==> src/rtl/alu_seq.sv <==
// Microcode-side sequencer for the nibble-split 8-bit ALU: plays load A, load B + low
// nibble, high nibble + output enable, then returns one response with GB-style flags.
module alu_seq (
    input  logic       clk,
    input  logic       reset,
    input  logic       req_valid,
    output logic       req_ready,
    input  logic [2:0] req_op,
    input  logic [7:0] req_a,
    input  logic [7:0] req_b,
    input  logic       req_cin,
    output logic [7:0] alu_op,
    output logic       alu_la,
    output logic       alu_lb,
    output logic [1:0] alu_sh,
    output logic       alu_oe,
    output logic       alu_r,
    output logic       alu_s,
    output logic       alu_v,
    output logic       alu_ne,
    output logic       alu_ci,
    output logic       alu_l,
    output logic       alu_h,
    input  logic [7:0] alu_result,
    input  logic       alu_zero,
    input  logic       alu_carry,
    output logic       rsp_valid,
    output logic [7:0] rsp_result,
    output logic       rsp_z,
    output logic       rsp_n,
    output logic       rsp_h,
    output logic       rsp_c
);
    // state | meaning
    // IDLE  | ready for a request; all ALU lines low
    // LDA   | operand A on bus, load A strobe
    // LO    | operand B on bus, load B, low-nibble compute
    // HI    | high-nibble compute, result driven onto bus
    typedef enum logic [1:0] {IDLE, LDA, LO, HI} state_t;

    localparam logic [2:0] OP_AND = 3'd0;
    localparam logic [2:0] OP_OR  = 3'd1;
    localparam logic [2:0] OP_XOR = 3'd2;
    localparam logic [2:0] OP_ADD = 3'd3;
    localparam logic [2:0] OP_ADC = 3'd4;
    localparam logic [2:0] OP_SUB = 3'd5;
    localparam logic [2:0] OP_SBC = 3'd6;
    localparam logic [2:0] OP_CP  = 3'd7;

    state_t     state;
    logic [2:0] op_q;
    logic [7:0] a_q;
    logic [7:0] b_q;
    logic       cin_q;
    logic       hc_q;
    logic       is_sub;
    logic       is_logic;

    // {r, s, v, ne, ci}
    function automatic logic [4:0] fn_lines(input logic [2:0] op, input logic cin);
        case (op)
            OP_AND:  fn_lines = 5'b011_0_0;
            OP_OR:   fn_lines = 5'b111_0_0;
            OP_XOR:  fn_lines = 5'b101_0_0;
            OP_ADD:  fn_lines = 5'b100_0_0;
            OP_ADC:  fn_lines = {4'b100_0, cin};
            OP_SUB:  fn_lines = 5'b100_1_1;
            OP_SBC:  fn_lines = {4'b100_1, ~cin};
            default: fn_lines = 5'b100_1_1;
        endcase
    endfunction

    assign is_sub   = (op_q == OP_SUB) || (op_q == OP_SBC) || (op_q == OP_CP);
    assign is_logic = (op_q == OP_AND) || (op_q == OP_OR) || (op_q == OP_XOR);
    assign alu_sh   = 2'b00;

    always_ff @(posedge clk) begin
        if (reset) begin
            state      <= IDLE;
            req_ready  <= 1'b1;
            op_q       <= 3'd0;
            a_q        <= 8'h00;
            b_q        <= 8'h00;
            cin_q      <= 1'b0;
            hc_q       <= 1'b0;
            alu_op     <= 8'h00;
            alu_la     <= 1'b0;
            alu_lb     <= 1'b0;
            alu_oe     <= 1'b0;
            {alu_r, alu_s, alu_v, alu_ne, alu_ci} <= 5'b0;
            alu_l      <= 1'b0;
            alu_h      <= 1'b0;
            rsp_valid  <= 1'b0;
            rsp_result <= 8'h00;
            {rsp_z, rsp_n, rsp_h, rsp_c} <= 4'b0;
        end else begin
            rsp_valid <= 1'b0;
            case (state)
                IDLE: begin
                    if (req_valid && req_ready) begin
                        op_q      <= req_op;
                        a_q       <= req_a;
                        b_q       <= req_b;
                        cin_q     <= req_cin;
                        req_ready <= 1'b0;
                        alu_op    <= req_a;
                        alu_la    <= 1'b1;
                        state     <= LDA;
                    end
                end
                LDA: begin
                    alu_la <= 1'b0;
                    alu_op <= b_q;
                    alu_lb <= 1'b1;
                    alu_l  <= 1'b1;
                    {alu_r, alu_s, alu_v, alu_ne, alu_ci} <= fn_lines(op_q, cin_q);
                    state  <= LO;
                end
                LO: begin
                    hc_q   <= alu_carry;
                    alu_op <= 8'h00;
                    alu_lb <= 1'b0;
                    alu_l  <= 1'b0;
                    alu_h  <= 1'b1;
                    alu_oe <= 1'b1;
                    state  <= HI;
                end
                HI: begin
                    rsp_result <= (op_q == OP_CP) ? a_q : alu_result;
                    rsp_z      <= alu_zero;
                    rsp_n      <= is_sub;
                    rsp_c      <= is_logic ? 1'b0 : (is_sub ? ~alu_carry : alu_carry);
                    rsp_h      <= (op_q == OP_AND) ? 1'b1 :
                                  is_logic ? 1'b0 : (is_sub ? ~hc_q : hc_q);
                    rsp_valid  <= 1'b1;
                    req_ready  <= 1'b1;
                    alu_h      <= 1'b0;
                    alu_oe     <= 1'b0;
                    {alu_r, alu_s, alu_v, alu_ne, alu_ci} <= 5'b0;
                    state      <= IDLE;
                end
                default: begin
                    state     <= IDLE;
                    req_ready <= 1'b1;
                    alu_op    <= 8'h00;
                    alu_la    <= 1'b0;
                    alu_lb    <= 1'b0;
                    alu_oe    <= 1'b0;
                    {alu_r, alu_s, alu_v, alu_ne, alu_ci} <= 5'b0;
                    alu_l     <= 1'b0;
                    alu_h     <= 1'b0;
                end
            endcase
        end
    end
endmodule
==> config.mk <==
export PLATFORM = sky130hd
export DESIGN_NAME = alu_seq
export DESIGN_NICKNAME = d
export VERILOG_FILES = /design/src/rtl/alu_seq.sv
export SDC_FILE = /design/constraint.sdc
export NUM_CORES = 1
export LEC_CHECK = 0
export ABC_AREA = 1
export CORE_UTILIZATION = 45
export CTS_CLUSTER_DIAMETER = 60
export DETAILED_ROUTE_END_ITERATION = 6
export PLACE_DENSITY = 0.85
export SLEW_MARGIN = 15
export SYNTH_ARGS = -nofsm -noshare
export SYNTH_HDL_FRONTEND = slang
export SYNTH_SLANG_ARGS = --single-unit
export TNS_END_PERCENT = 1
==> constraint.sdc <==
create_clock -name clk -period 2.5 [get_ports clk]
set_clock_uncertainty 0.1 [all_clocks]
set_input_delay 0.5 -clock clk [delete_from_list [all_inputs] [get_ports clk]]
set_output_delay 0.5 -clock clk [all_outputs]
set_load 0.02 [all_outputs]
==> flow_metrics.tcl, run 1 <==
set metrics [dict create \
    setup_tns_ns 0 \
    cts_tree "done" \
    syn_inst 287 \
    num_rows 25 \
    cp.arrival_ns 1.33 \
    worst_r2r_path_depth 6 \
    worst_path_max_delay_cell "clkdlybuf4s50_1" \
    cts_setup_buffers 0 \
    period_minus_slack_ns 1.93 \
    endpoint "req_ready" \
    required_ns 1.90 \
    crit_fanout 4 \
    nets 385 \
    grt_overflow 0 \
    critPathKind "flop to primary output" \
    grt_pass1_wl_um 7630 \
    fp.dieW_um 72.1 \
    maxSlewHeadroom_pct 50.2 \
    grt.total_usage_pct 18.6 \
    peakVddDrop_v 0.000572 \
    endpoint_kind "primary output" \
    hp-start "a_q[1]" \
    setup_viol 0 \
    path_buf_inv 1 \
    h-tree-depth 2 \
    dieArea_um2 5200 \
    r2r-start "state[1]" \
    postLayoutCoreUtil_pct 62.6 \
    vias 1993 \
    dr.first_iter.drc_count 113 \
    clock_sinks 53 \
    worstMarginPinSlew_ns 0.744 \
    p_leak_nw 1.23 \
    diodes 0 \
    antenna_found_initial 0 \
    clk_latency_ns 0.30 \
    firstDrtPassIters 5 \
    clockBufferDepth 2 \
    drc 0 \
    path_cells "clkdlybuf4s50_1" \
    crit_start "req_ready" \
    routed_via_density 4.80 \
    wirelength_um 4700 \
    grt_max_degree 34 \
    drv_slew 0 \
    critical-path-max-stage-delay_ns 0.63 \
    status "complete, no violations" \
    areaGrowthSynthToFinish_pct 33.8 \
    fillCellCount 398 \
    portBuffers 64 \
    cts_buffers 5 \
    powerDensity_nw_per_um2 962 \
    cts_hold_buf 0 \
    layout.cells.non_filler 415 \
    cts_resized 0 \
    synth-warning-count 0 \
    avgSynthCellArea_um2 7.71 \
    grt_pass1_vias 1799 \
    ios 67 \
    drv_cap 0 \
    startpoint_type "flop" \
    hpwl_um 3490 \
    ys_seq_elements 53 \
    multi_input_area_um2 908 \
    wl_per_cell_um 11.3 \
    die-height_um 72.1 \
    core_area_um2 4720 \
    max_freq_ghz 0.518 \
    ys_types 25 \
    fin_crit_sh_pct 77.1 \
    path_delay_family "buffers and inverters" \
    reg2reg_slack_ns 0.73 \
    dp_cells 407 \
    holdWs_ns 0.347 \
    initial_core_util_pct 46.8 \
    r2r_end "b_q[5]" \
    cp.depth 1 \
    rsz0062_at_grt "no" \
    clk_pin_slew_worst_paths_ns 0.09 \
    cts_root_buf "clkbuf_8" \
    synth_area_um2 2210 \
    finalHoldViolations 0 \
    postRouteAntennaNets 0 \
    ff_latch_area_um2 1060 \
    layout-drive-gt1-share_pct 6.03 \
    holdCritPathClass "flop to flop" \
    ys_seq_area_share_pct 48.0 \
    place.gp.congestion 0.856 \
]
[stage by stage]
stage	instance area [um2]	power, W	setup slack, ns
after CTS	2960	0.00286	0.556
after detailed placement	2860	0.00237	0.378
after floorplan	2220	0.00196	1.01
final	2960	0.00285	0.571
after global routing	2960	0.00305	0.517
after global placement	2860	0.00234	0.399
[worst min-delay path by stage]
stage / to / cells past startpoint
5_1_grt: b_q[5] / 2
6_report: a_q[1] / 2
4_1_cts: a_q[1] / 2
3_3_place_gp: a_q[2] / 2
2_1_floorplan: a_q[0] / 2
3_5_place_dp: a_q[1] / 2
[placed cells by master (no fill, tap or decap), types with 2 or more instances in the layout]
| master | instances |
|---|---|
| nand2_1 | 44 |
| ha_1 | 5 |
| nand3_1 | 6 |
| dfxtp_1 | 53 |
| inv_2 | 4 |
| inv_1 | 35 |
| conb_1 | 2 |
| a21oi_1 | 37 |
| clkbuf_8 | 6 |
| a21oi_2 | 2 |
| o21ai_1 | 4 |
| o21ai_0 | 48 |
| buf_4 | 3 |
| clkdlybuf4s50_1 | 64 |
| nor2_1 | 24 |
[state kept, by name (all words and copies together), names as in the netlist, 2 cells and up]
signal / flops
alu_op: 8
op_q: 3
b_q: 8
rsp_result: 8
a_q: 8
state: 2
[cell usage after synthesis]
| library cell | number | area (um2) |
|---|---|---|
| o21a_1 | 1 | 7.51 |
| buf_2 | 7 | 35.0 |
| clkbuf_2 | 1 | 5.00 |
| a21oi_1 | 37 | 185 |
| dfxtp_1 | 53 | 1060 |
| o21ai_4 | 1 | 16.3 |
| nand3_2 | 1 | 10.0 |
| conb_1 | 1 | 3.75 |
| inv_2 | 4 | 15.0 |
| buf_6 | 2 | 22.5 |
| nor2_2 | 1 | 6.26 |
| a21oi_2 | 2 | 17.5 |
| nor2_1 | 24 | 90.1 |
| o21ai_0 | 48 | 240 |
| a22o_1 | 1 | 8.76 |
| a21boi_0 | 1 | 7.51 |
| xor2_1 | 1 | 8.76 |
| o21ai_1 | 4 | 20.0 |
| nand2_1 | 44 | 165 |
| buf_4 | 5 | 37.5 |
| nand3_1 | 6 | 30.0 |
| a22oi_1 | 1 | 7.51 |
| nand3_4 | 1 | 17.5 |
| inv_1 | 35 | 131 |
| ha_1 | 5 | 62.6 |
[layer usage]
| layer | part of all wire [%] | global-route usage [%] | up-vias | routed length (um) |
|---|---|---|---|---|
| met5 | 0 | 0 | - | 0 |
| met4 | 2.0 | 8.50 | 0 | 95 |
| met3 | 5.4 | 4.58 | 10 | 255 |
| met2 | 46 | 30.8 | 68 | 2160 |
| met1 | 47 | 22.7 | 877 | 2190 |
| li1 | - | - | 1038 | - |
[area by class of cell]
type,count,share of cell area [%]
Tap cell,67,2.83
Multi-Input combinational cell,181,30.7
Clock buffer,6,2.79
Inverter,39,4.95
Timing Repair Buffer,67,22.4
Clock inverter,2,0.465
Sequential cell,53,35.9
[cells by family after synthesis]
group | after synthesis | synth area share, %
AOI/OAI and AO/OA | 96 | 23.1
xor gates and xnor gates | 1 | 0.396
DFF | 53 | 48.0
buffers and inverters | 54 | 11.1
and+or+nand+nor | 77 | 14.4
other | 1 | 0.170
adders and majority gates | 5 | 2.83
[power breakdown]
part           switching (W)  internal (W)  total (W)  leakage [nW]
combinational       0.000686      0.000464    0.00115         0.745
clock               0.000268      0.000225   0.000493        0.0512
sequential          0.000135       0.00107    0.00120         0.435
(Power assumes the default switching activity.)
==> run 2, diff against run 1 <==
--- a/config.mk
+++ b/config.mk
@@ -6,10 +6,10 @@
 export NUM_CORES = 1
 export LEC_CHECK = 0
 export ABC_AREA = 1
-export CORE_UTILIZATION = 45
+export CORE_UTILIZATION = 42
 export CTS_CLUSTER_DIAMETER = 60
 export DETAILED_ROUTE_END_ITERATION = 6
-export PLACE_DENSITY = 0.85
+export PLACE_DENSITY = 0.84
 export SLEW_MARGIN = 15
 export SYNTH_ARGS = -nofsm -noshare
 export SYNTH_HDL_FRONTEND = slang
==> constraint.sdc (replaced) <==
create_clock -name clk -period 1.7 [get_ports clk]
set_clock_uncertainty 0.1 [all_clocks]
set_input_delay 0.34 -clock clk [delete_from_list [all_inputs] [get_ports clk]]
set_output_delay 0.34 -clock clk [all_outputs]
set_load 0.02 [all_outputs]
==> flow_metrics.tcl, run 2 (synthesis results as in run 1) <==
set metrics [dict create \
    status "complete, no violations" \
    hold_depth 2 \
    endpoint_kind "primary output" \
    areaGrowthSynthToFinish_pct 37.0 \
    cts_tree "done" \
    wirelength_um 4930 \
    diodes 0 \
    grt_max_degree 43 \
    path_buf_inv 1 \
    h-tree-depth 2 \
    vias 2042 \
    reg2reg_slack_ns 0.10 \
    worst_path_max_delay_cell "clkdlybuf4s50_1" \
    holdCritPathClass "flop to flop" \
    clockBufferDepth 2 \
    dieArea_um2 5560 \
    dr.first_iter.drc_count 87 \
    wl_per_cell_um 11.7 \
    p_leak_nw 1.59 \
    required_ns 1.26 \
    crit_fanout 1 \
    clk_pin_slew_worst_paths_ns 0.10 \
    finalHoldViolations 0 \
    routed_via_density 4.85 \
    hpwl_um 3530 \
    fillCellCount 467 \
    cts_buffers 5 \
    grt.total_usage_pct 18.4 \
    layout_common_cells "51 x dfxtp_1, 46 x o21ai_0, 44 x nand2_1" \
    critPathKind "flop to primary output" \
    cp.arrival_ns 1.20 \
    drc 0 \
    critical-path-max-stage-delay_ns 0.59 \
    final_common_cell "dfxtp_1" \
    rsz0062_at_grt "yes" \
    whs_endpoint "a_q[3]" \
    startpoint_type "flop" \
    setup_viol 0 \
    firstDrtPassIters 5 \
    cts_root_buf "clkbuf_8" \
    postRouteAntennaNets 0 \
    portBuffers 64 \
    fin_crit_sh_pct 96.3 \
    clk_latency_ns 0.30 \
    antenna_found_initial 0 \
    ios 67 \
    period_minus_slack_ns 1.64 \
    drv_cap 0 \
    r2r-start "state[1]" \
    path_delay_family "buffers and inverters" \
    r2r_end "alu_op[0]" \
    num_rows 26 \
    cts_hold_buf 0 \
    die-height_um 74.6 \
    core_area_um2 5070 \
    grt_pass1_vias 1800 \
    grt_pass1_wl_um 7870 \
    hp-start "a_q[3]" \
    initial_core_util_pct 43.6 \
    path_cells "clkdlybuf4s50_1" \
    postLayoutCoreUtil_pct 59.7 \
    drv_slew 0 \
    grt_overflow 0 \
    worst_r2r_path_depth 8 \
    nets 388 \
    layout-drive-gt1-share_pct 7.41 \
    place.gp.congestion 0.830 \
    cts_setup_buffers 0 \
    powerDensity_nw_per_um2 1370 \
    clock_sinks 53 \
    peakVddDrop_v 0.000812 \
    fp.dieW_um 74.6 \
    power_w 0.00416 \
    max_freq_ghz 0.611 \
]
## run 2: timing repair
action / CTS / global route
endpoints found under the setup margin: 14 / 37
pin swaps: 0 / 1
resized for setup: 14 / 22
## run 2: where the power goes
group	switching (W)	total [W]	leakage, nW	internal, W
registers	0.000193	0.00177	0.435	0.00158
logic	0.00103	0.00169	1.11	0.000660
clock network	0.000408	0.000699	0.0374	0.000291
total	0.00163	0.00416	1.59	0.00253
## run 2: worst register-to-register path, cell delays in order, from the launching register on
cell and delay, ns:
dfxtp_2 0.38, inv_1 0.09, ha_1 0.34, inv_2 0.07, buf_4 0.16, nand2_1 0.08
o21ai_0 0.10, nor2_1 0.12, nor2_1 0.06
## run 2: metal layers
metal,GRT usage (%),vias up,routed length (um)
li1,-,1047,-
met1,23.5,922,2230
met2,30.7,62,2320
met3,3.66,11,297
met4,6.92,0,80
met5,0,-,0
## run 2: cell type report
| type | instances | area (um2) | area share [%] |
|---|---|---|---|
| multi-input cells | 181 | 911 | 30.0 |
| inverters | 39 | 146 | 4.83 |
| well taps | 70 | 87.6 | 2.89 |
| flip-flops and latches | 53 | 1060 | 35.1 |
| clock inverters | 2 | 15.0 | 0.495 |
| clock buffers | 6 | 72.6 | 2.39 |
| repair buffers | 70 | 736 | 24.3 |
## run 2: stage by stage
stage,worst slack [ns],cell area (um2),TNS (ns),std cells,hold slack [ns]
after floorplan,0.208,2220,0,288,0.320
after global placement,-0.165,2910,-1.34,413,0.331
after detailed placement,-0.174,2910,-1.57,413,0.336
after CTS,0.000188,2980,0,421,0.350
after global routing,-0.0254,3030,-0.0254,421,0.370
final,0.0626,3030,0,421,0.348
## run 2: how the worst max path moves through the flow
stage / startpoint / end / slack (ns) / cells past startpoint
2_1_floorplan: state[0] / alu_op[0] / 0.21 / 7
3_3_place_gp: reset / rsp_z / -0.16 / 3
3_5_place_dp: reset / rsp_z / -0.17 / 3
4_1_cts: rsp_result[4] / rsp_result[4] / 0.0002 / 1
5_1_grt: state[1] / alu_op[4] / -0.03 / 7
6_report: rsp_valid / rsp_valid / 0.06 / 1
